## config.mk

```make
export PLATFORM = sky130hd
export DESIGN_NAME = lii_out_arbiter
export DESIGN_NICKNAME = d
export VERILOG_FILES = /design/src/rtl/lii_pkg.sv /design/src/rtl/lii_rr_pick.sv /design/src/rtl/lii_out_arbiter.sv
export SDC_FILE = /design/constraint.sdc
export NUM_CORES = 1
export LEC_CHECK = 0
export BUFFER_PORTS_ARGS = -buffer_cell sky130_fd_sc_hd__buf_2
export CORE_AREA = 5 5 159 161
export CTS_CLUSTER_DIAMETER = 40
export DETAILED_ROUTE_END_ITERATION = 10
export DIE_AREA = 0 0 164 166
export GPL_TIMING_DRIVEN = 0
export PLACE_DENSITY_LB_ADDON = 0.05
export SYNTH_ARGS = -nofsm -noshare
export SYNTH_HDL_FRONTEND = slang
export SYNTH_SLANG_ARGS = --single-unit
export TNS_END_PERCENT = 30
```

## constraint.sdc

```tcl
create_clock -name aclk -period 4.5 [get_ports aclk]
set_clock_uncertainty 0.2 [all_clocks]
set_input_delay 1.125 -clock aclk [delete_from_list [all_inputs] [get_ports aclk]]
set_output_delay 1.125 -clock aclk [all_outputs]
set_load 0.05 [all_outputs]
```

## src/rtl/lii_pkg.sv

```systemverilog
// Shared LII widths, arbiter FSM states and the per-beat routing header.
package lii_pkg;

    localparam int unsigned LII_ID_W = 8;
    localparam int unsigned LII_PW   = 64;

    typedef enum logic {
        IDLE  = 1'b0,
        GRANT = 1'b1
    } arb_state_e;

    typedef struct packed {
        logic [LII_ID_W-1:0] src;
        logic [LII_ID_W-1:0] dst;
    } lii_hdr_t;

endpackage

```

## src/rtl/lii_rr_pick.sv

```systemverilog
// Combinational N-way round-robin picker: first valid requester after 'last', wrapping.
module lii_rr_pick #(
    parameter int unsigned N  = 4,
    parameter int unsigned IW = $clog2(N)
) (
    input  logic [N-1:0]  valid_i,
    input  logic [IW-1:0] last_i,
    output logic [IW-1:0] pick_o,
    output logic          any_o
);

    always_comb begin
        logic [IW-1:0] idx;
        logic          found;
        pick_o = '0;
        found  = 1'b0;
        idx    = '0;
        for (int unsigned k = 1; k <= N; k++) begin
            idx = IW'((32'(last_i) + k) % N);
            if (!found && valid_i[idx]) begin
                pick_o = idx;
                found  = 1'b1;
            end
        end
    end

    assign any_o = |valid_i;

endmodule

```

## src/rtl/lii_out_arbiter.sv

```systemverilog
// Round-robin arbiter sharing one registered LII phy output among N streams with bounded bursts.
// Define LII_ARB_STATS_EN to add per-requester accepted-beat and output-stall counters.
module lii_out_arbiter
    import lii_pkg::*;
#(
    parameter int unsigned N         = 4,
    parameter int unsigned PW        = LII_PW,
    parameter int unsigned MAX_BURST = 16
) (
    input  logic                      aclk,
    input  logic                      arst,
    input  logic [N*PW-1:0]           req_tdata,
    input  logic [N-1:0]              req_tvalid,
    output logic [N-1:0]              req_tready,
    input  logic [N*LII_ID_W-1:0]     req_src,
    input  logic [N*LII_ID_W-1:0]     req_dst,
    output logic [PW-1:0]             lii_out_p0_tdata,
    output logic                      lii_out_p0_tvalid,
    input  logic                      lii_out_p0_tready,
    output logic [LII_ID_W-1:0]       lii_out_p0_src,
    output logic [LII_ID_W-1:0]       lii_out_p0_dst,
    output logic [$clog2(N)-1:0]      grant_id,
    output logic                      busy
`ifdef LII_ARB_STATS_EN
    ,
    output logic [N*32-1:0]           stat_beats,
    output logic [31:0]               stat_stall
`endif
);

    localparam int unsigned IW  = $clog2(N);
    localparam int unsigned BCW = $clog2(MAX_BURST + 1);

    arb_state_e     state_q, state_d;
    logic [IW-1:0]  grant_q, grant_d;
    logic [IW-1:0]  last_q, last_d;
    logic [BCW-1:0] burst_cnt_q, burst_cnt_d;
    logic           tvalid_q, tvalid_d;
    logic [PW-1:0]  tdata_q, tdata_d;
    lii_hdr_t       hdr_q, hdr_d;
    logic [IW-1:0]  pick;
    logic           any_req;
    logic           out_free;
    logic           accept;

    lii_rr_pick #(
        .N  (N),
        .IW (IW)
    ) u_pick (
        .valid_i (req_tvalid),
        .last_i  (last_q),
        .pick_o  (pick),
        .any_o   (any_req)
    );

    assign out_free = !tvalid_q || lii_out_p0_tready;

    // Next-state, grant bookkeeping and output-stage load.
    always_comb begin
        state_d     = state_q;
        grant_d     = grant_q;
        last_d      = last_q;
        burst_cnt_d = burst_cnt_q;
        tvalid_d    = tvalid_q;
        tdata_d     = tdata_q;
        hdr_d       = hdr_q;
        req_tready  = '0;
        accept      = 1'b0;

        case (state_q)
            IDLE: begin
                if (any_req) begin
                    grant_d     = pick;
                    burst_cnt_d = '0;
                    state_d     = GRANT;
                end
            end
            GRANT: begin
                req_tready[grant_q] = out_free;
                accept = req_tvalid[grant_q] && out_free;
                if (accept) begin
                    burst_cnt_d = burst_cnt_q + BCW'(1);
                end
                if ((accept && (burst_cnt_q == BCW'(MAX_BURST - 1))) || !req_tvalid[grant_q]) begin
                    state_d = IDLE;
                    last_d  = grant_q;
                end
            end
            default: state_d = IDLE;
        endcase

        // A stalled beat is held untouched; otherwise the stage takes the new beat or empties.
        if (out_free) begin
            tvalid_d = accept;
            if (accept) begin
                tdata_d   = req_tdata[32'(grant_q)*PW +: PW];
                hdr_d.src = req_src[32'(grant_q)*LII_ID_W +: LII_ID_W];
                hdr_d.dst = req_dst[32'(grant_q)*LII_ID_W +: LII_ID_W];
            end
        end
    end

    always_ff @(posedge aclk) begin
        if (arst) begin
            state_q     <= IDLE;
            grant_q     <= '0;
            last_q      <= IW'(N - 1);
            burst_cnt_q <= '0;
            tvalid_q    <= 1'b0;
            tdata_q     <= '0;
            hdr_q       <= '0;
        end else begin
            state_q     <= state_d;
            grant_q     <= grant_d;
            last_q      <= last_d;
            burst_cnt_q <= burst_cnt_d;
            tvalid_q    <= tvalid_d;
            tdata_q     <= tdata_d;
            hdr_q       <= hdr_d;
        end
    end

    assign lii_out_p0_tdata  = tdata_q;
    assign lii_out_p0_tvalid = tvalid_q;
    assign lii_out_p0_src    = hdr_q.src;
    assign lii_out_p0_dst    = hdr_q.dst;
    assign grant_id          = grant_q;
    assign busy              = (state_q == GRANT);

`ifdef LII_ARB_STATS_EN
    logic [31:0] beats_q [N];
    logic [31:0] stall_q;

    always_ff @(posedge aclk) begin
        if (arst) begin
            for (int unsigned i = 0; i < N; i++) begin
                beats_q[i] <= '0;
            end
            stall_q <= '0;
        end else begin
            if (accept) begin
                beats_q[grant_q] <= beats_q[grant_q] + 32'd1;
            end
            if (tvalid_q && !lii_out_p0_tready) begin
                stall_q <= stall_q + 32'd1;
            end
        end
    end

    for (genvar g = 0; g < N; g++) begin : g_stat
        assign stat_beats[g*32 +: 32] = beats_q[g];
    end
    assign stat_stall = stall_q;
`endif

endmodule
```

# [After elaboration in Yosys (flattened, before gate mapping)]
# Cells that the tools add are included.
[word_totals] regBits=91 romBits=0 latch_bits=0 out_inout_bits=88 memories=0 inputBits=327 word_cells=72 ramBits=0
[classes] n_addsub=5 shift=3 bitwise_logic=2 n_div=0 n_eq_ne=3 magnitude_cmp=6 n_reduce_logical=18 n_mul=0 muxes=27
[op_table] operator="256-bit by 9-bit indexed part select with 64-bit output" n=1
[op_table] operator="32-bit by 6-bit indexed part select with 8-bit output" n=2
[op_table] operator="2-bit by 3-bit < comparator with 1-bit output, second input constant" n=5
[op_table] operator="1-bit two-way mux" n=12
[op_table] operator="1-bit binary-select mux with 2-bit select" n=5
[op_table] operator="5-bit two-way mux" n=2
[op_table] operator="5-bit case mux with 2 select lines" n=1
[op_table] operator="2-bit two-way mux" n=4
[op_table] operator="2-bit AND reduction" n=4
[op_table] operator="1-bit logical AND" n=6
[op_table] operator="5-bit by 1-bit adder with 5-bit output, second input constant" n=1
[op_table] operator="5-bit by 4-bit == test with 1-bit output, second input constant" n=1
[op_table] operator="1-bit logical NOT" n=5
[op_table] operator="2-bit by 1-bit adder with 2-bit output, second input constant" n=2
[op_table] operator="2-bit adder, second input constant" n=2
[op_table] operator="4-bit AND" n=1
[op_table] operator="4-bit two-way mux" n=1
[op_table] operator="4-bit OR reduction" n=1
[op_table] operator="1-bit demux with 2-bit select" n=1
[op_table] operator="2-bit by 1-bit >= comparator with 1-bit output, second input constant" n=1
[op_table] operator="1-bit logical OR" n=2
[op_table] operator="2-bit by 1-bit != test with 1-bit output, second input constant" n=1
[op_table] operator="2-bit != test, second input constant" n=1
[op_table] operator="1-bit case mux with 2 select lines" n=1
[op_table] operator="1-bit inverter" n=1

# [Longest topological paths before layout]
[depth] word_depth=13 ltp_mapped=7 depth_no_buf=6

# [Cells and area by module]
# A second synthesis with hierarchy kept.
[hier_totals] cells_unflattened=528 area_unflattened_um2=5310.1
[by_module_without_submodules] module="lii_out_arbiter" cells_each=514 area_per_inst_um2=5228.8 instances=1 seq_area_each_um2=1821.7
[by_module_without_submodules] module="lii_rr_pick" cells_each=14 area_per_inst_um2=81.3 instances=1 seq_area_each_um2=0.0

# [Worst setup path before layout]
# Ideal clock, no wire load.
[synth_timing] path_type="input-to-output" startpoint="input lii_out_p0_tready" endpoint="output req_tready[2]" arrival_ps=2189 required_ps=3175 path_slack_ps=986 path_buffers=1 path_stages=4 path_cell_list="nand2b_1 > buf_2 > nand3_1 > nor2_1"
[synth_via] elab_chain_cells=3
[synth_lines] element="from (decl)" line="lii_out_arbiter.sv:19" rtl="input logic lii_out_p0_tready,"
[synth_lines] element="1-bit logical OR" line="lii_out_arbiter.sv:56" rtl="assign out_free = !tvalid_q || lii_out_p0_tready;"
[synth_lines] element="4-bit AND (no source line)"
[synth_lines] element="4-bit two-way mux" line="lii_out_arbiter.sv:70" rtl="case (state_q)"
[synth_lines] element="to (decl)" line="lii_out_arbiter.sv:14" rtl="output logic [N-1:0] req_tready,"
# Every way passes these cells.

# [Worst setup path in the final report]
[layout_timing] startpoint="register grant_q[1] (netlist: grant_id[1])" endpoint="output req_tready[3]"
[layout_via] elab_chain_cells=6 word_cells_on_any_way=7 cone_classes="order compare: 2; mux: 3; bitwise: 1; reduce/logical: 1"
[layout_lines] element="from (decl)" line="lii_out_arbiter.sv:35" rtl="logic [IW-1:0] grant_q, grant_d;"
[layout_lines] element="from (signal assigned)" line="lii_out_arbiter.sv:114" rtl="grant_q <= grant_d;"
[layout_lines] element="2-bit by 3-bit < comparator with 1-bit output (implied by the code) or 2-bit by 1-bit >= comparator with 1-bit output (tied branches)" line="lii_out_arbiter.sv:79" rtl="req_tready[grant_q] = out_free;"
[layout_lines] element="1-bit logical AND (implied by the code)" line="lii_out_arbiter.sv:79"
[layout_lines] element="1-bit two-way mux (implied by the code)" line="lii_out_arbiter.sv:79"
[layout_lines] element="1-bit demux with 2-bit select *" line="lii_out_arbiter.sv:79"
[layout_lines] element="4-bit AND (no source line) *"
[layout_lines] element="4-bit two-way mux *" line="lii_out_arbiter.sv:70"
# Every way passes the cells marked *; elsewhere a longest branch is shown, timed or not.

==> run_results.csv <==
group,metric,value,unit
sta,setup_viol,0,
cells_and_area,design_area,8730,sq um
clock_tree,cts-root-buf,"clkbuf_16",
power_and_ir_drop,powerDensity,327,nW/um^2
worst_setup_path,critPathSlowestCell,"clkbuf_1",
worst_setup_path,cp-start-kind,"register",
min_path,worstHoldPathType,"reg2reg",
sta,layout_min_cycle_time,3630,ps
global_routing,grt_use_total,16.1,%
global_routing,grt_pass1_vias,6212,
placement,postPlaceCellArea,8430,sq um
cells_and_area,n_antenna_cell,0,
global_routing,antenna_found_initial,0,
power_and_ir_drop,leakagePower,3.77,nW
power_and_ir_drop,p_int,1.81,mW
detailed_routing,vias,5730,
clock_tree,post_cts_buffers,0,
cells_and_area,fin_cells,1284,
synthesis,synth_area,5960,sq um
detailed_routing,ant_nets,0,
synthesis,synth_area_leaders,"mux4_2, dfxtp_1, nand2_2",
sta,hold_viol,0,
cells_and_area,layout_commonest_cell,"buf_2",
worst_setup_path,slowest_delay,460,ps
sta,layout_setup_ws,871,ps
status,run_status,"completed",
flow_run,cap_violations,0,
synthesis,yosysSeqAreaShare,30.6,%
worst_setup_path,worstPathRequired,3170,ps
clock_tree,clock_sinks,91,
sta,finalSetupTns,0,ps
global_routing,grt_max_degree,16,
placement,post-place-ws,1110,ps
synthesis,synth_top_area_cell,"mux4_2",
floorplan,initial_utilization,25.0,%
detailed_routing,drtIter0Drc,146,
synthesis,ys_warn_count,0,
clock_tree,insertion_delay,340,ps
sta,holdWs,254,ps
placement,port_buffers,412,
worst_setup_path,critPathArrivalTime,2300,ps
worst_setup_path,end_kind,"output pin",
clock_tree,cts.htree.levels,3,
cells_and_area,area_delta_synth_final,46.5,%
detailed_routing,drc,0,
floorplan,dieArea,27200,sq um
detailed_routing,vias_per_cell,4.46,
synthesis,ys_ff_latch,91,
clock_tree,path_clk_slew,70,ps
power_and_ir_drop,ir_worst_vdd,189,uV
clock_tree,cts_resized,0,
worst_setup_path,worst-path-max-fanout,10,
cells_and_area,fin_util,36.7,%
sta,rsz0062_at_grt,"false",
synthesis,avgSynthCellArea,11.2,sq um
global_routing,grt_overflow,0,
clock_tree,holdBufCountCts,0,
power_and_ir_drop,switchingPower,1.04,mW
power_and_ir_drop,combinationalPowerShare,40.2,%
power_and_ir_drop,p_total,2.85,mW
cells_and_area,final_nets,1284,
detailed_routing,first_pass_iters,4,
placement,dp_hpwl,18800,um
worst_setup_path,crit_top_cell,"buf_2",
sta,max_slew.worst_pin.slew,757,ps
placement,place.gp.congestion,0.762,
floorplan,io_pins,415,
floorplan,rows,57,
sta,period_share,80.6,%
synthesis,synth_cells,532,
synthesis,ys_types,36,
power_and_ir_drop,switching_share,36.6,%
worst_setup_path,path_cells,"buf_2 -> buf_2 -> clkbuf_1 -> nand3_1 -> nor2_1 -> buf_2",
clock_tree,cts_buffers,9,
detailed_routing,wirelength,22500,um
power_and_ir_drop,clock_power_share,27.7,%
global_routing,grt_pass1_wl,34300,um
synthesis,synth_top_area_share,30.6,%
cells_and_area,final_cell_mix,"buf_2, nand2_2, dfxtp_1",
sta,max_freq,0.276,GHz
cells_and_area,drive_gt1_share,75.1,%
power_and_ir_drop,pwr-share-seq,32.2,%
sta,slew_headroom,49.5,%
worst_setup_path,critical_path_class,"reg2out",
sta,drv_slew,0,
clock_tree,clockBufferDepth,2,
floorplan,die_h,166,um
placement,place_inst,1268,
clock_tree,cts_tree,"built",
detailed_routing,wl_per_cell,17.5,um
floorplan,coreArea,23800,sq um
synthesis,syn_nets,861,
floorplan,fp.dieW,164,um
path summary, 6_finish.rpt:
| path | from | to | slack [ps] | cells past startpoint |
|---|---|---|---|---|
| setup / recovery | grant_id[1] | req_tready[3] | 870 | 6 |
| hold / removal | lii_out_p0_src[4] | lii_out_p0_src[4] | 250 | 2 |
| setup reg to reg | grant_id[1] | lii_out_p0_tdata[59] | 2120 | 6 |
| hold reg to reg | lii_out_p0_src[4] | lii_out_p0_src[4] | 250 | 2 |
power by group through the flow:
stage	sequential (mW)	clock [mW]	combinational, mW
2_1_floorplan	1.16	0	0.598
3_3_place_gp	0.934	0	1.18
3_5_place_dp	0.936	0	1.17
4_1_cts	0.918	0.831	1.18
5_1_grt	0.926	0.852	1.24
6_report	0.917	0.789	1.15
state kept, by name (all words and copies together), names as in the netlist:
name,cells
lii_out_p0_dst,8
busy,1
lii_out_p0_tdata,64
lii_out_p0_tvalid,1
burst_cnt_q,5
last_q,2
grant_id,2
lii_out_p0_src,8
kinds of logic (layout without fill, tap and decap cells):
| kind of cell | Yosys count | after routing | synth area share [%] |
|---|---|---|---|
| compound gates | 101 | 101 | 12.8 |
| xor+xnor | 2 | 2 | 0.294 |
| fa+ha+maj | 2 | 2 | 0.420 |
| buf+inv | 55 | 483 | 6.88 |
| flops | 91 | 91 | 30.6 |
| mux | 82 | 82 | 30.8 |
| simple gates | 199 | 199 | 18.3 |
cells in the mapped netlist:
master    count
a211o_1       2
a21boi_1      1
a21o_1        2
a21oi_1      27
a21oi_2      59
a311oi_1      1
a31o_1        1
a31oi_1       1
and3_1        2
and3_4        1
buf_1         1
buf_12        7
buf_2        15
buf_4         1
buf_6         9
clkbuf_1     18
dfxtp_1      91
ha_1          2
inv_1         2
inv_2         2
mux2i_1       1
mux4_2       81
nand2_1      50
nand2_2     117
nand2b_1      5
nand3_1       7
nand3_2       1
nand4_1       2
nor2_1       10
nor3_1        2
nor4_1        1
o21ai_0       3
o221ai_1      2
o22ai_1       2
or2_2         1
xor2_1        2
per-layer routing:
metal  up-vias  GRT usage [%]  share of wire (%)
met5         -              0                  0
met4         0           3.72                1.0
li1       2782              -                  -
met1      2707           18.3                 37
met3        11           4.42                8.5
met2       230           29.7                 53
worst max-delay path, delay by kind of cell (launching register included):
family / cells / cell delay (ps)
simple gates: 2 / 270
flops: 1 / 330
buf+inv: 4 / 1350
final cells by class:
cell class / count / area [sq um]
plain buffers: 51 / 395
clock buffers: 11 / 243
clock inverters: 5 / 60.1
fillers: 2557 / 15100
inverters: 4 / 15.0
multi-input cells: 386 / 3730
flip-flops and latches: 91 / 1820
well taps: 324 / 405
repair buffers: 412 / 2060
Note: power is estimated with default switching activity, not from simulation.
